## config.mk

```make
export PLATFORM = sky130hd
export DESIGN_NAME = up_dn_cmd_ctrl
export DESIGN_NICKNAME = d
export VERILOG_FILES = /design/src/rtl/up_dn_cmd_ctrl_pkg.sv /design/src/rtl/up_dn_cmd_ctrl_btn_debounce.sv /design/src/rtl/up_dn_cmd_ctrl.sv
export SDC_FILE = /design/constraint.sdc
export NUM_CORES = 1
export LEC_CHECK = 0
export BUFFER_PORTS_ARGS = -buffer_cell sky130_fd_sc_hd__buf_4
export CAP_MARGIN = 20
export CORE_UTILIZATION = 40
export DETAILED_ROUTE_END_ITERATION = 7
export GPL_TIMING_DRIVEN = 0
export SLEW_MARGIN = 15
export SYNTH_ARGS = -nofsm -noshare
export SYNTH_HDL_FRONTEND = slang
export SYNTH_HIERARCHICAL = 1
export SYNTH_SLANG_ARGS = --single-unit
```

## constraint.sdc

```tcl
create_clock -name CLK -period 3.2 [get_ports CLK]
set_input_delay 0.32 -clock CLK [delete_from_list [all_inputs] [get_ports CLK]]
set_output_delay 0.32 -clock CLK [all_outputs]
set_load 0.1 [all_outputs]
```

## src/rtl/up_dn_cmd_ctrl_pkg.sv

```systemverilog
// Shared constants and types for the up/down counter command stage.
// The optional auto-repeat feature is enabled with the AUTO_REPEAT_EN macro.
package up_dn_pkg;

    localparam int WIDTH = 5;

    typedef enum logic [1:0] {
        CMD_NONE,
        CMD_LOAD,
        CMD_DOWN,
        CMD_UP
    } cmd_t;

    typedef enum logic [1:0] {
        RPT_IDLE,
        RPT_HOLD,
        RPT_REPEAT
    } rpt_state_t;

    function automatic int max_int(input int a, input int b);
        return (a > b) ? a : b;
    endfunction

endpackage

```

## src/rtl/up_dn_cmd_ctrl_btn_debounce.sv

```systemverilog
// One pushbutton: 2-flop synchroniser, debounce counter and registered rising-edge pulse.
// Level changes are accepted only after DB_CYCLES consecutive synchronised cycles at the new value.
module btn_debounce
    import up_dn_pkg::*;
#(
    parameter int DB_CYCLES = 16
) (
    input  logic CLK,
    input  logic RST,
    input  logic raw,
    output logic level,
    output logic rise
);

    localparam int CW = $clog2(DB_CYCLES);
    localparam logic [CW-1:0] CNT_LAST = CW'(DB_CYCLES - 1);

    logic          sync1_q, sync1_d;
    logic          sync2_q, sync2_d;
    logic          stable_q, stable_d;
    logic          rise_q, rise_d;
    logic [CW-1:0] cnt_q, cnt_d;

    always_comb begin
        sync1_d  = raw;
        sync2_d  = sync1_q;
        stable_d = stable_q;
        rise_d   = 1'b0;
        cnt_d    = '0;
        // Any cycle where the synced input agrees with the stable level restarts the count.
        if (sync2_q != stable_q) begin
            if (cnt_q == CNT_LAST) begin
                stable_d = sync2_q;
                rise_d   = sync2_q;
            end else begin
                cnt_d = cnt_q + 1'b1;
            end
        end
    end

    always_ff @(posedge CLK or negedge RST) begin
        if (!RST) begin
            sync1_q  <= 1'b0;
            sync2_q  <= 1'b0;
            stable_q <= 1'b0;
            rise_q   <= 1'b0;
            cnt_q    <= '0;
        end else begin
            sync1_q  <= sync1_d;
            sync2_q  <= sync2_d;
            stable_q <= stable_d;
            rise_q   <= rise_d;
            cnt_q    <= cnt_d;
        end
    end

    assign level = stable_q;
    assign rise  = rise_q;

endmodule

```

## src/rtl/up_dn_cmd_ctrl.sv

```systemverilog
// Command stage for the 5-bit up/down counter: debounced buttons -> exclusive Load/Down/Up pulses.
// Define AUTO_REPEAT_EN to add hold-to-repeat on Up/Down.
module up_dn_cmd_ctrl
    import up_dn_pkg::*;
#(
    parameter int WIDTH       = up_dn_pkg::WIDTH,
    parameter int DB_CYCLES   = 16,
    parameter int HOLD_CYCLES = 64,
    parameter int RPT_CYCLES  = 16
) (
    input  logic             CLK,
    input  logic             RST,
    input  logic             BTN_UP,
    input  logic             BTN_DN,
    input  logic             BTN_LD,
    input  logic [WIDTH-1:0] SW,
    input  logic             High,
    input  logic             Low,
    output logic [WIDTH-1:0] IN,
    output logic             Load,
    output logic             Up,
    output logic             Down,
    output logic             Err
);

    if (DB_CYCLES < 2 || HOLD_CYCLES < 1 || RPT_CYCLES < 1) begin : g_bad_params
        $error("up_dn_cmd_ctrl: DB_CYCLES must be >= 2, HOLD/RPT_CYCLES >= 1");
    end

    logic             up_level, up_rise;
    logic             dn_level, dn_rise;
    logic             ld_level, ld_rise;
    logic [WIDTH-1:0] sw_meta_q, sw_meta_d;
    logic [WIDTH-1:0] sw_sync_q, sw_sync_d;
    logic [WIDTH-1:0] in_q, in_d;
    logic             load_q, load_d;
    logic             up_q, up_d;
    logic             down_q, down_d;
    logic             err_q, err_d;
    cmd_t             cmd_d;
    logic             unused_levels;

    btn_debounce #(.DB_CYCLES(DB_CYCLES)) u_db_up (
        .CLK(CLK), .RST(RST), .raw(BTN_UP), .level(up_level), .rise(up_rise)
    );
    btn_debounce #(.DB_CYCLES(DB_CYCLES)) u_db_dn (
        .CLK(CLK), .RST(RST), .raw(BTN_DN), .level(dn_level), .rise(dn_rise)
    );
    btn_debounce #(.DB_CYCLES(DB_CYCLES)) u_db_ld (
        .CLK(CLK), .RST(RST), .raw(BTN_LD), .level(ld_level), .rise(ld_rise)
    );

`ifdef AUTO_REPEAT_EN
    localparam int TW = $clog2(max_int(max_int(HOLD_CYCLES, RPT_CYCLES), 2));

    rpt_state_t    rpt_state_q;
    logic [TW-1:0] rpt_timer_q;
    logic          rpt_dir_up_q;
    logic          rec_level, rpt_fire, evt_issued;

    assign rec_level = rpt_dir_up_q ? up_level : dn_level;
    assign rpt_fire  = rec_level &&
                       ((rpt_state_q == RPT_HOLD   && rpt_timer_q == TW'(HOLD_CYCLES - 1)) ||
                        (rpt_state_q == RPT_REPEAT && rpt_timer_q == TW'(RPT_CYCLES - 1)));
    // Only a fresh button event (not a repeat) (re)starts the hold timer.
    assign evt_issued = !ld_rise && (up_rise || dn_rise) &&
                        (cmd_d == CMD_UP || cmd_d == CMD_DOWN);
    assign unused_levels = ld_level;
`else
    assign unused_levels = ^{up_level, dn_level, ld_level};
`endif

    // Fixed priority Load > Down > Up; a losing or limit-blocked event is dropped with Err.
    always_comb begin
        cmd_d = CMD_NONE;
        err_d = 1'b0;
        if (ld_rise) begin
            cmd_d = CMD_LOAD;
            err_d = dn_rise | up_rise;
        end else if (dn_rise) begin
            if (!Low) cmd_d = CMD_DOWN;
            err_d = Low | up_rise;
        end else if (up_rise) begin
            if (!High) cmd_d = CMD_UP;
            err_d = High;
        end
`ifdef AUTO_REPEAT_EN
        else if (rpt_fire) begin
            if (rpt_dir_up_q && !High) cmd_d = CMD_UP;
            else if (!rpt_dir_up_q && !Low) cmd_d = CMD_DOWN;
        end
`endif
    end

    always_comb begin
        sw_meta_d = SW;
        sw_sync_d = sw_meta_q;
        load_d    = (cmd_d == CMD_LOAD);
        down_d    = (cmd_d == CMD_DOWN);
        up_d      = (cmd_d == CMD_UP);
        in_d      = (cmd_d == CMD_LOAD) ? sw_sync_q : in_q;
    end

    always_ff @(posedge CLK or negedge RST) begin
        if (!RST) begin
            sw_meta_q <= '0;
            sw_sync_q <= '0;
            in_q      <= '0;
            load_q    <= 1'b0;
            up_q      <= 1'b0;
            down_q    <= 1'b0;
            err_q     <= 1'b0;
        end else begin
            sw_meta_q <= sw_meta_d;
            sw_sync_q <= sw_sync_d;
            in_q      <= in_d;
            load_q    <= load_d;
            up_q      <= up_d;
            down_q    <= down_d;
            err_q     <= err_d;
        end
    end

`ifdef AUTO_REPEAT_EN
    always_ff @(posedge CLK or negedge RST) begin
        if (!RST) begin
            rpt_state_q  <= RPT_IDLE;
            rpt_timer_q  <= '0;
            rpt_dir_up_q <= 1'b0;
        end else if (ld_rise) begin
            rpt_state_q <= RPT_IDLE;
            rpt_timer_q <= '0;
        end else if (evt_issued) begin
            rpt_state_q  <= RPT_HOLD;
            rpt_timer_q  <= '0;
            rpt_dir_up_q <= (cmd_d == CMD_UP);
        end else begin
            case (rpt_state_q)
                RPT_HOLD: begin
                    if (!rec_level) begin
                        rpt_state_q <= RPT_IDLE;
                        rpt_timer_q <= '0;
                    end else if (rpt_timer_q == TW'(HOLD_CYCLES - 1)) begin
                        rpt_state_q <= RPT_REPEAT;
                        rpt_timer_q <= '0;
                    end else begin
                        rpt_timer_q <= rpt_timer_q + 1'b1;
                    end
                end
                RPT_REPEAT: begin
                    if (!rec_level) begin
                        rpt_state_q <= RPT_IDLE;
                        rpt_timer_q <= '0;
                    end else if (rpt_timer_q == TW'(RPT_CYCLES - 1)) begin
                        rpt_timer_q <= '0;
                    end else begin
                        rpt_timer_q <= rpt_timer_q + 1'b1;
                    end
                end
                default: begin
                    rpt_state_q <= RPT_IDLE;
                    rpt_timer_q <= '0;
                end
            endcase
        end
    end
`endif

    assign IN   = in_q;
    assign Load = load_q;
    assign Up   = up_q;
    assign Down = down_q;
    assign Err  = err_q;

endmodule

```

# After elaboration in Yosys (flattened, before gate mapping)
# Cells that the tools add are included.
[op_classes]
add_sub_neg = 3
multipliers = 0
div = 0
order_cmp = 0
n_eq_ne = 9
shifts = 0
mux = 20
n_bitwise = 2
n_reduce_logical = 3
[op_table]
columns = ["cell", "count"]
rows = [
  ["$mux W4", 6],
  ["$add A4 B1 Y4 const B", 3],
  ["$eq A4 B4 Y1 const B", 3],
  ["$mux W2", 5],
  ["$mux W1", 9],
  ["$reduce_and A2 Y1", 3],
  ["$eq A2 B2 Y1 const B", 2],
  ["$ne A1 B1 Y1", 3],
  ["$eq A2 B1 Y1 const B", 1],
  ["$or A1 B1 Y1", 2],
]
[word_totals]
register_bits = 43
latch_bits = 0
ramBits = 0
mem_bits_ro = 0
inputBits = 12
out_inout_bits = 9
wordCells = 59
n_memories = 0

# Logic depth before layout (Yosys ltp)
# Gate-level depths: netlist of the first run.
[logic_depth]
depth_word = 5
ltp_mapped = 3
depth_no_buf = 3

# Modules after synthesis
# The synthesis of the first run kept the hierarchy.
[by_module_without_submodules]
columns = ["module", "n_inst", "cells_per_inst", "area_each_um2", "seq_area_each_um2"]
rows = [
  ["btn_debounce", 3, 20, 302.8, 200.2],
  ["up_dn_cmd_ctrl", 1, 32, 603.1, 475.5],
]

# Worst setup path before layout of the first run
# Ideal clock, no wire load.
[synth_timing]
path_type = "reg2reg"
startpoint = "register, netlist name IN[0]"
endpoint = "register in_q[0], in the netlist IN[0]"
setup_ns = 0.126
t_arrival_ns = 1.132
required_time_ns = 3.074
setup_slack_ns = 1.942
path_stages_with_launch = 2
n_path_buf = 0
path_cell_list = "dfrtp_1 -> mux2_4"
[synth_lines]
columns = ["item", "line_no", "rtl"]
rows = [
  ["end signal: assignment", "up_dn_cmd_ctrl.sv:116", "in_q <= in_d;"],
  ["end: declaration", "up_dn_cmd_ctrl.sv:35", "logic [WIDTH-1:0] in_q, in_d;"],
]

# Worst setup path in the final report of the first run
[layout_timing]
startpoint = "register in_q[2], in the netlist IN[2]"
endpoint = "output port IN[2]"
[layout_lines]
columns = ["item", "line_no", "rtl"]
rows = [
  ["end: declaration", "up_dn_cmd_ctrl.sv:19", "output logic [WIDTH-1:0] IN,"],
]
# No word-level cell between the ends.

==> out/summary.txt, run 1 <==
CRITICAL PATH
--------------------------------------------------------------------------------------
Arr. time, crit path ....................................................      0.94 ns
Delay of the slowest cell on the worst path .............................      0.36 ns
Critical path peak fanout ...............................................            2
Worst Path Buf+Inv ......................................................            1
Type of element launching the critical path .............................    flip-flop
Start-to-end type of the worst setup path ............................... flip-flop to output port
Library cell contributing the largest single delay on the critical path . sky130_fd_sc_hd__dfrtp_1
Worst Path Required .....................................................      2.88 ns
Crit end category .......................................................  output port
Number of gates on the worst path with buffers counted ..................            1
Crit path cell chain ....................................................        buf_4
Length in cells of the worst reg-to-reg path ............................            3
Top delay family on crit path ...........................................   flip-flops

ROUTING
--------------------------------------------------------------------------------------
Met2 wire len ...........................................................      1070 um
Drt initial violations ..................................................           33
Routed Antenna Nets .....................................................            0
Wire length on met3 .....................................................       100 um
Iteration count of the initial detailed-routing pass ....................            4
Highest metal layer with signal wires ...................................         met4
Wirelength per Cell .....................................................      12.4 um
Wl on met1 ..............................................................       866 um
DRC violation count after routing .......................................            0
Vias ....................................................................          784
Detailed-route vias per instance ........................................         4.72
Total wire length .......................................................      2060 um

MIN PATH
--------------------------------------------------------------------------------------
Classification of the worst-slack hold path ............................. input pin to asynchronous set/reset pin

PWR
--------------------------------------------------------------------------------------
Switching power of the nets .............................................   0.000198 W
Worst VDD drop ..........................................................       298 uV
Combinational share of power ............................................         4.3%
PwrDens .................................................................  564 nW/um^2
Leakage component of the power ..........................................     0.883 nW
Internal power ..........................................................   0.000837 W
Share of power burned in the clock network ..............................        40.1%
Sequential power share ..................................................        55.6%
Net switching share of the total power ..................................        19.1%

GRT
--------------------------------------------------------------------------------------
Number of global-route vias before repair ...............................          843
Global-route wire length before repair ..................................      3760 um
Total grt overflow ......................................................            0
Total GRT Usage .........................................................        12.8%
Antenna violations before repair ........................................            0
Maximum number of pins on one net before global-route repair ............           44

STA
--------------------------------------------------------------------------------------
Final TNS setup .........................................................         0 ns
Worst Tran Pin Value ....................................................     0.503 ns
Max Transition Viols Final ..............................................            0
Setup repair after global routing missed its margin .....................        false
Worst clock skew on the final layout ....................................   0.00661 ns
Period utilization ......................................................        39.2%
Final setup fails .......................................................            0
Max transition margin ...................................................        66.5%
Total count of hold-check failures in the final report ..................            0
Worst hold slack ........................................................   0.00681 ns
Final critical path time including I/O delays and setup .................      1.26 ns
Highest clock frequency the design can meet .............................    0.797 GHz

SYNTH
--------------------------------------------------------------------------------------
Largest area contributor in the synthesized netlist ..................... sky130_fd_sc_hd__dfrtp_1
Syn nets ................................................................          107
Register bit count reported by yosys ....................................           43
Sequential fraction of the synthesis area ...............................        71.2%
Avg Inst Size Synth .....................................................   16.4 sq um
Post-synth top area share ...............................................        71.2%
Dominant cells by area after synthesis .................................. sky130_fd_sc_hd__dfrtp_1 (71%), sky130_fd_sc_hd__mux2_4 (7.9%), sky130_fd_sc_hd__nor3b_1 (3.5%)
Post-synthesis instance total ...........................................           92
Number of unique standard cell types used by synthesis ..................           18
Number of warning messages in the yosys log .............................            6
Synthesized cell area ...................................................   1510 sq um

LAYOUT
--------------------------------------------------------------------------------------
Antenna cells ...........................................................            0
Area occupied by multi-input gates ......................................    417 sq um
Ratio of cells with drive above 1 in the final layout ...................        34.2%
Final net count .........................................................          134
Fill cell count .........................................................          303
Commonest non-fill, non-tap cells in the layout ......................... sky130_fd_sc_hd__dfrtp_1 (43), sky130_fd_sc_hd__buf_4 (20), sky130_fd_sc_hd__mux2_4 (8), sky130_fd_sc_hd__nor3b_1 (7)
Most common cell after layout, fill and taps aside ...................... sky130_fd_sc_hd__dfrtp_1
Layout overhead on the synthesized area .................................        21.5%
Total area of sequential cells ..........................................   1080 sq um

FLOORPLAN
--------------------------------------------------------------------------------------
Count of pins on the block boundary .....................................           21
Initial Utilization .....................................................        43.6%
Die Width ...............................................................      63.5 um
Die Footprint ...........................................................   4030 sq um
Core footprint ..........................................................   3470 sq um
Standard-cell rows ......................................................           21
Die height ..............................................................      63.5 um

CLOCK TREE
--------------------------------------------------------------------------------------
Skew-Pair Late Insertion Delay ..........................................      0.28 ns
CTS Sinks ...............................................................           43
TritonCTS clock tree ....................................................        built
Resized Gates After CTS .................................................            0
Deepest clock path buffer count .........................................            2
Clock transition at the registers of the reported paths .................      0.07 ns
H-tree lvl count ........................................................            2
Post-CTS repair timing setup buffer count ...............................            0
Hold buffer count at CTS ................................................            0
Buffer cell driving the clock tree root ................................. sky130_fd_sc_hd__clkbuf_8
CTS buffer count ........................................................            5

PLACED DESIGN
--------------------------------------------------------------------------------------
Port buffer count .......................................................           20
Final GP Congestion .....................................................        0.682

JOB
--------------------------------------------------------------------------------------
Max-capacitance violation count .........................................            0

RUN STATUS
--------------------------------------------------------------------------------------
Status .................................................................. finished clean

layout make-up:
class | count | share of cell area (%)
Inverter | 1 | 0.204
Timing Repair Buffer | 20 | 8.17
Tap cell | 46 | 3.13
Clock inverter | 2 | 1.91
Clock buffer | 6 | 4.50
Multi-Input combinational cell | 46 | 22.7
Buffer | 2 | 0.817
Sequential cell | 43 | 58.6
cell usage after synthesis:
library cell	n
sky130_fd_sc_hd__a21o_1	3
sky130_fd_sc_hd__a21oi_1	1
sky130_fd_sc_hd__a311oi_1	3
sky130_fd_sc_hd__a31oi_1	3
sky130_fd_sc_hd__and2_1	1
sky130_fd_sc_hd__buf_6	1
sky130_fd_sc_hd__clkbuf_1	1
sky130_fd_sc_hd__dfrtp_1	43
sky130_fd_sc_hd__ha_1	3
sky130_fd_sc_hd__inv_1	1
sky130_fd_sc_hd__mux2_4	8
sky130_fd_sc_hd__nand3_2	3
sky130_fd_sc_hd__nor2_1	3
sky130_fd_sc_hd__nor2b_1	3
sky130_fd_sc_hd__nor3_2	1
sky130_fd_sc_hd__nor3b_1	7
sky130_fd_sc_hd__o21ai_1	1
sky130_fd_sc_hd__xnor2_1	6
cells by family after synthesis:
| family | synth area share, % |
|---|---|
| multiplexers | 7.95 |
| flip-flops | 71.2 |
| AND/OR/NAND/NOR | 8.53 |
| XOR/XNOR | 3.48 |
| AO/OA/AOI/OAI | 5.13 |
| buffers and inverters | 1.24 |
| adder cells (fa/ha/maj) | 2.48 |
power groups by stage:
stage	clock network (W)	logic (W)	registers, W
after floorplan	0	0.0000209	0.000584
after global placement	0	0.0000437	0.000585
after detailed placement	0	0.0000455	0.000587
after CTS	0.000434	0.0000463	0.000576
after global routing	0.000458	0.0000518	0.000579
final	0.000415	0.0000445	0.000576
per-layer routing:
metal / global-route usage (%) / vias up
met5: 0 / -
met4: 5.11 / 0
met3: 5.98 / 2
met2: 20.1 / 16
met1: 15.0 / 396
li1: - / 370
flip-flops by register name, indices dropped and copies added, names as in the netlist, 4 cells and up:
register,cells
u_db_up/cnt_q,4
sw_sync_q,5
u_db_dn/cnt_q,4
sw_meta_q,5
IN,5
u_db_ld/cnt_q,4
final timing paths:
kind	slack, ns	end	from
worst max-delay path	1.94	IN[2]	IN[2]
min in group CLK	0.14	u_db_up/sync1_q	BTN_UP
worst min-delay path	0.007	IN[0]	RST
worst max register to register	1.98	u_db_dn/level	u_db_dn/cnt_q[0]
max in group asynchronous	2.85	u_db_ld/cnt_q[1]	RST
worst min register to register	0.35	u_db_up/sync2_q	u_db_up/sync1_q
stage by stage:
| stage | area (sq um) | total power, W | util [%] | setup slack (ns) | std cells |
|---|---|---|---|---|---|
| 5_1_grt | 1840 | 0.00109 | 53.0 | 1.89 | 166 |
| 4_1_cts | 1840 | 0.00106 | 53.0 | 1.92 | 166 |
| 6_report | 1840 | 0.00104 | 53.0 | 1.94 | 166 |
| 2_1_floorplan | 1510 | 0.000605 | - | 1.94 | 92 |
| 3_3_place_gp | 1720 | 0.000629 | 49.6 | 2.03 | 158 |
| 3_5_place_dp | 1720 | 0.000632 | 49.6 | 1.97 | 158 |
Note: power is estimated with default switching activity, not from simulation.
==> run 2, diff against run 1 <==
clock period = 1.1 ns   (was 3.2 ns; I/O delays follow)
==> run 2 against run 1 <==
Against the previous run:
- the flow now finishes with violations (negative setup slack)
- critical path depth grew 2
- sequential share of layout area shrank 6.1 points
- power grew to 2.8 times the previous value
- critical path type is now flip-flop to flip-flop
- largest cell class unchanged
- largest power group unchanged
==> out/summary.txt, run 2 (synthesized netlist as in run 1, its figures left out) <==
RUN STATUS
--------------------------------------------------------------------------------------
Status .................................................................. finished, violations left   was finished clean
Violated checks ......................................................... negative setup slack

CRITICAL PATH
--------------------------------------------------------------------------------------
RR Startpoint ........................................................... u_db_ld/cnt_q[0]   was u_db_dn/cnt_q[0]
Critical path peak fanout ...............................................            3   was 2
Delay of the slowest cell on the worst path .............................      0.42 ns   was 0.36 ns
Endpoint of the worst-slack reg-to-reg timing path ...................... u_db_ld/level   was u_db_dn/level
Arr. time, crit path ....................................................      1.28 ns   was 0.94 ns
Crit end category .......................................................    flip-flop   was output port
Worst R2R Setup Slack ...................................................    -0.006 ns   was 1.98 ns
Length in cells of the worst reg-to-reg path ............................            3   unchanged
Library cell contributing the largest single delay on the critical path . sky130_fd_sc_hd__dfrtp_1   unchanged
Worst Path Required .....................................................      1.28 ns   was 2.88 ns
Start-to-end type of the worst setup path ............................... flip-flop to flip-flop   was flip-flop to output port
Crit path cell chain .................................................... ha_4 > nand3_4 > mux2_4   was buf_4
Type of element launching the critical path .............................    flip-flop   unchanged

FLOORPLAN
--------------------------------------------------------------------------------------
Count of pins on the block boundary .....................................           21   unchanged
Initial Utilization .....................................................        43.6%   unchanged
Core footprint ..........................................................   3470 sq um   unchanged
Standard-cell rows ......................................................           21   unchanged
Die height ..............................................................      63.5 um   unchanged
Die Footprint ...........................................................   4030 sq um   unchanged
Die Width ...............................................................      63.5 um   unchanged

PWR
--------------------------------------------------------------------------------------
Switching power of the nets .............................................   0.000627 W   was 0.000198 W
Leakage component of the power ..........................................     0.959 nW   was 0.883 nW
Share of power burned in the clock network ..............................        34.4%   was 40.1%
Net switching share of the total power ..................................        21.6%   was 19.1%
Sequential power share ..................................................        57.9%   was 55.6%
Combinational share of power ............................................         7.6%   was 4.3%
PwrDens ................................................................. 1410 nW/um^2   was 564 nW/um^2
Internal power ..........................................................    0.00227 W   was 0.000837 W
Worst VDD drop ..........................................................      1080 uV   was 298 uV

MIN PATH
--------------------------------------------------------------------------------------
Classification of the worst-slack hold path ............................. input pin to flip-flop   was input pin to asynchronous set/reset pin
End point of the worst hold path ........................................          Err
Worst hold start ........................................................         High
Worst Hold Path Cells ...................................................            3

PLACED DESIGN
--------------------------------------------------------------------------------------
Port buffer count .......................................................           20   unchanged
Placed instance area ....................................................   1730 sq um   was 1720 sq um
Placed insts ............................................................          158   unchanged
Placement Setup Slack ...................................................   -0.0982 ns   was 1.97 ns
Final GP Congestion .....................................................        0.679   was 0.682
Detailed placer's ending HPWL ...........................................      1340 um

CLOCK TREE
--------------------------------------------------------------------------------------
Skew-Pair Late Insertion Delay ..........................................      0.29 ns   was 0.28 ns
Clock transition at the registers of the reported paths .................      0.08 ns   was 0.07 ns
H-tree lvl count ........................................................            2   unchanged
Buffer cell driving the clock tree root ................................. sky130_fd_sc_hd__clkbuf_8   unchanged
Deepest clock path buffer count .........................................            2   unchanged
TritonCTS clock tree ....................................................        built   unchanged
CTS Sinks ...............................................................           43   unchanged
CTS buffer count ........................................................            5   unchanged

STA
--------------------------------------------------------------------------------------
Worst Tran Pin Value ....................................................     0.518 ns   was 0.503 ns
Max Transition Viols Final ..............................................            0   unchanged
Worst clock skew on the final layout ....................................   0.00439 ns   was 0.00661 ns
Final critical path time including I/O delays and setup .................      1.11 ns
Period utilization ......................................................         101%
Setup repair after global routing missed its margin .....................         true   was false
Max transition margin ...................................................        65.4%   was 66.5%
Total count of hold-check failures in the final report ..................            0   unchanged
Fin worst setup slack ...................................................  -0.00583 ns   was 1.94 ns
Highest clock frequency the design can meet .............................    0.904 GHz
Final setup fails .......................................................            1   was 0

GRT
--------------------------------------------------------------------------------------
Maximum number of pins on one net before global-route repair ............           44   unchanged
Number of global-route vias before repair ...............................          912   was 843
Global-route wire length before repair ..................................      4280 um   was 3760 um
Antenna violations before repair ........................................            0   unchanged
Total GRT Usage .........................................................        14.7%   was 12.8%
Total grt overflow ......................................................            0   unchanged

ROUTING
--------------------------------------------------------------------------------------
Iteration count of the initial detailed-routing pass ....................            4   unchanged
Routed Antenna Nets .....................................................            0   unchanged
Detailed-route vias per instance ........................................         4.71   was 4.72
Total wire length .......................................................      2470 um   was 2060 um
Wirelength per Cell .....................................................      13.3 um   was 12.4 um
Vias ....................................................................          871   was 784
DRC violation count after routing .......................................            0   unchanged
Drt initial violations ..................................................           48   was 33

LAYOUT
--------------------------------------------------------------------------------------
Layout overhead on the synthesized area .................................        36.4%   was 21.5%
Summed area of non-filler cells in the final layout .....................   2060 sq um   was 1840 sq um
Number of standard cells in the layout, taps in and fillers out .........          185   was 166
Commonest non-fill, non-tap cells in the layout ......................... sky130_fd_sc_hd__dfrtp_1 (38), sky130_fd_sc_hd__buf_4 (29), sky130_fd_sc_hd__dlygate4sd3_1 (10), sky130_fd_sc_hd__mux2_4 (8), sky130_fd_sc_hd__nor3b_1 (7)   was sky130_fd_sc_hd__dfrtp_1 (43), sky130_fd_sc_hd__buf_4 (20), sky130_fd_sc_hd__mux2_4 (8), sky130_fd_sc_hd__nor3b_1 (7)
Most common cell after layout, fill and taps aside ...................... sky130_fd_sc_hd__dfrtp_1   unchanged
Ratio of cells with drive above 1 in the final layout ...................        44.6%   was 34.2%
Antenna cells ...........................................................            0   unchanged
Final net count .........................................................          153   was 134

JOB
--------------------------------------------------------------------------------------
Max-capacitance violation count .........................................            0   unchanged

run 2: cell count changes in the layout (fill, tap and decap cells not counted), moves of 2 or more:
cell	delta
sky130_fd_sc_hd__dlygate4sd3_1	+10
sky130_fd_sc_hd__buf_4	+9
sky130_fd_sc_hd__dfrtp_1	-5
sky130_fd_sc_hd__dfrtp_2	+5
sky130_fd_sc_hd__ha_1	-3
sky130_fd_sc_hd__xnor2_1	-3
sky130_fd_sc_hd__xnor2_2	+3
sky130_fd_sc_hd__a311oi_1	-2
sky130_fd_sc_hd__a311oi_2	+2
sky130_fd_sc_hd__ha_4	+2
sky130_fd_sc_hd__nand3_2	-2
sky130_fd_sc_hd__nand3_4	+2
run 2: final cells by class:
class                           count  area (sq um)
Fill cell                         295          1410
Sequential cell                    43          1080
Multi-Input combinational cell     46           494
Timing Repair Buffer               39           318
Clock buffer                        7          86.3
Tap cell                           46          57.6
Buffer                              2          15.0
Clock inverter                      1          5.00
Inverter                            1          3.75
run 2: critical path: cells and delay by family, from the launching register on:
family | cells | cell delay (ns)
adder cells (fa/ha/maj) | 1 | 0.19
flip-flops | 1 | 0.42
multiplexers | 1 | 0.29
AND/OR/NAND/NOR | 1 | 0.09
run 2: layer usage:
| metal | global-route usage, % | vias up | wire length, um |
|---|---|---|---|
| li1 | - | 409 | - |
| met1 | 18.7 | 437 | 1070 |
| met2 | 21.9 | 19 | 1240 |
| met3 | 6.16 | 6 | 122 |
| met4 | 5.97 | 0 | 37 |
| met5 | 0 | - | 0 |
run 2: power groups by stage:
stage	registers, W	clock network, W	logic (W)
after global routing	0.00169	0.00111	0.000251
final	0.00168	0.000999	0.000222
after detailed placement	0.00171	0	0.000134
after floorplan	0.00170	0	0.0000627
after CTS	0.00167	0.00103	0.000207
after global placement	0.00170	0	0.000129
run 2: through the flow:
| stage | util, % | hold slack (ns) | TNS (ns) | total power, W |
|---|---|---|---|---|
| 2_1_floorplan | - | -0.186 | 0 | 0.00176 |
| 3_3_place_gp | 50.0 | 0.120 | -0.0828 | 0.00183 |
| 3_5_place_dp | 50.0 | 0.126 | -0.325 | 0.00184 |
| 4_1_cts | 57.6 | 0.0760 | 0 | 0.00291 |
| 5_1_grt | 59.5 | 0.0823 | -0.172 | 0.00305 |
| 6_report | 59.5 | 0.0837 | -0.00583 | 0.00290 |
run 2: repair_timing:
action / 4_1_cts / 5_1_grt
hold buffers: 10 / 0
pin swaps: 4 / 1
endpoints found under the setup margin: 6 / 11
buffers inserted: 7 / 2
endpoints found under the hold margin: 52 / 0
gates resized for setup: 3 / 6
run 2: worst max-delay path by stage:
stage,start,to,slack (ns),cells past startpoint
after floorplan,u_db_dn/cnt_q[0],u_db_dn/level,0.006,3
after global placement,u_db_up/cnt_q[0],u_db_up/level,-0.03,3
after detailed placement,u_db_dn/cnt_q[0],u_db_dn/cnt_q[3],-0.1,3
after CTS,u_db_dn/cnt_q[1],u_db_dn/level,0.005,3
after global routing,u_db_ld/cnt_q[1],u_db_ld/level,-0.04,3
final,u_db_ld/cnt_q[0],u_db_ld/level,-0.006,3
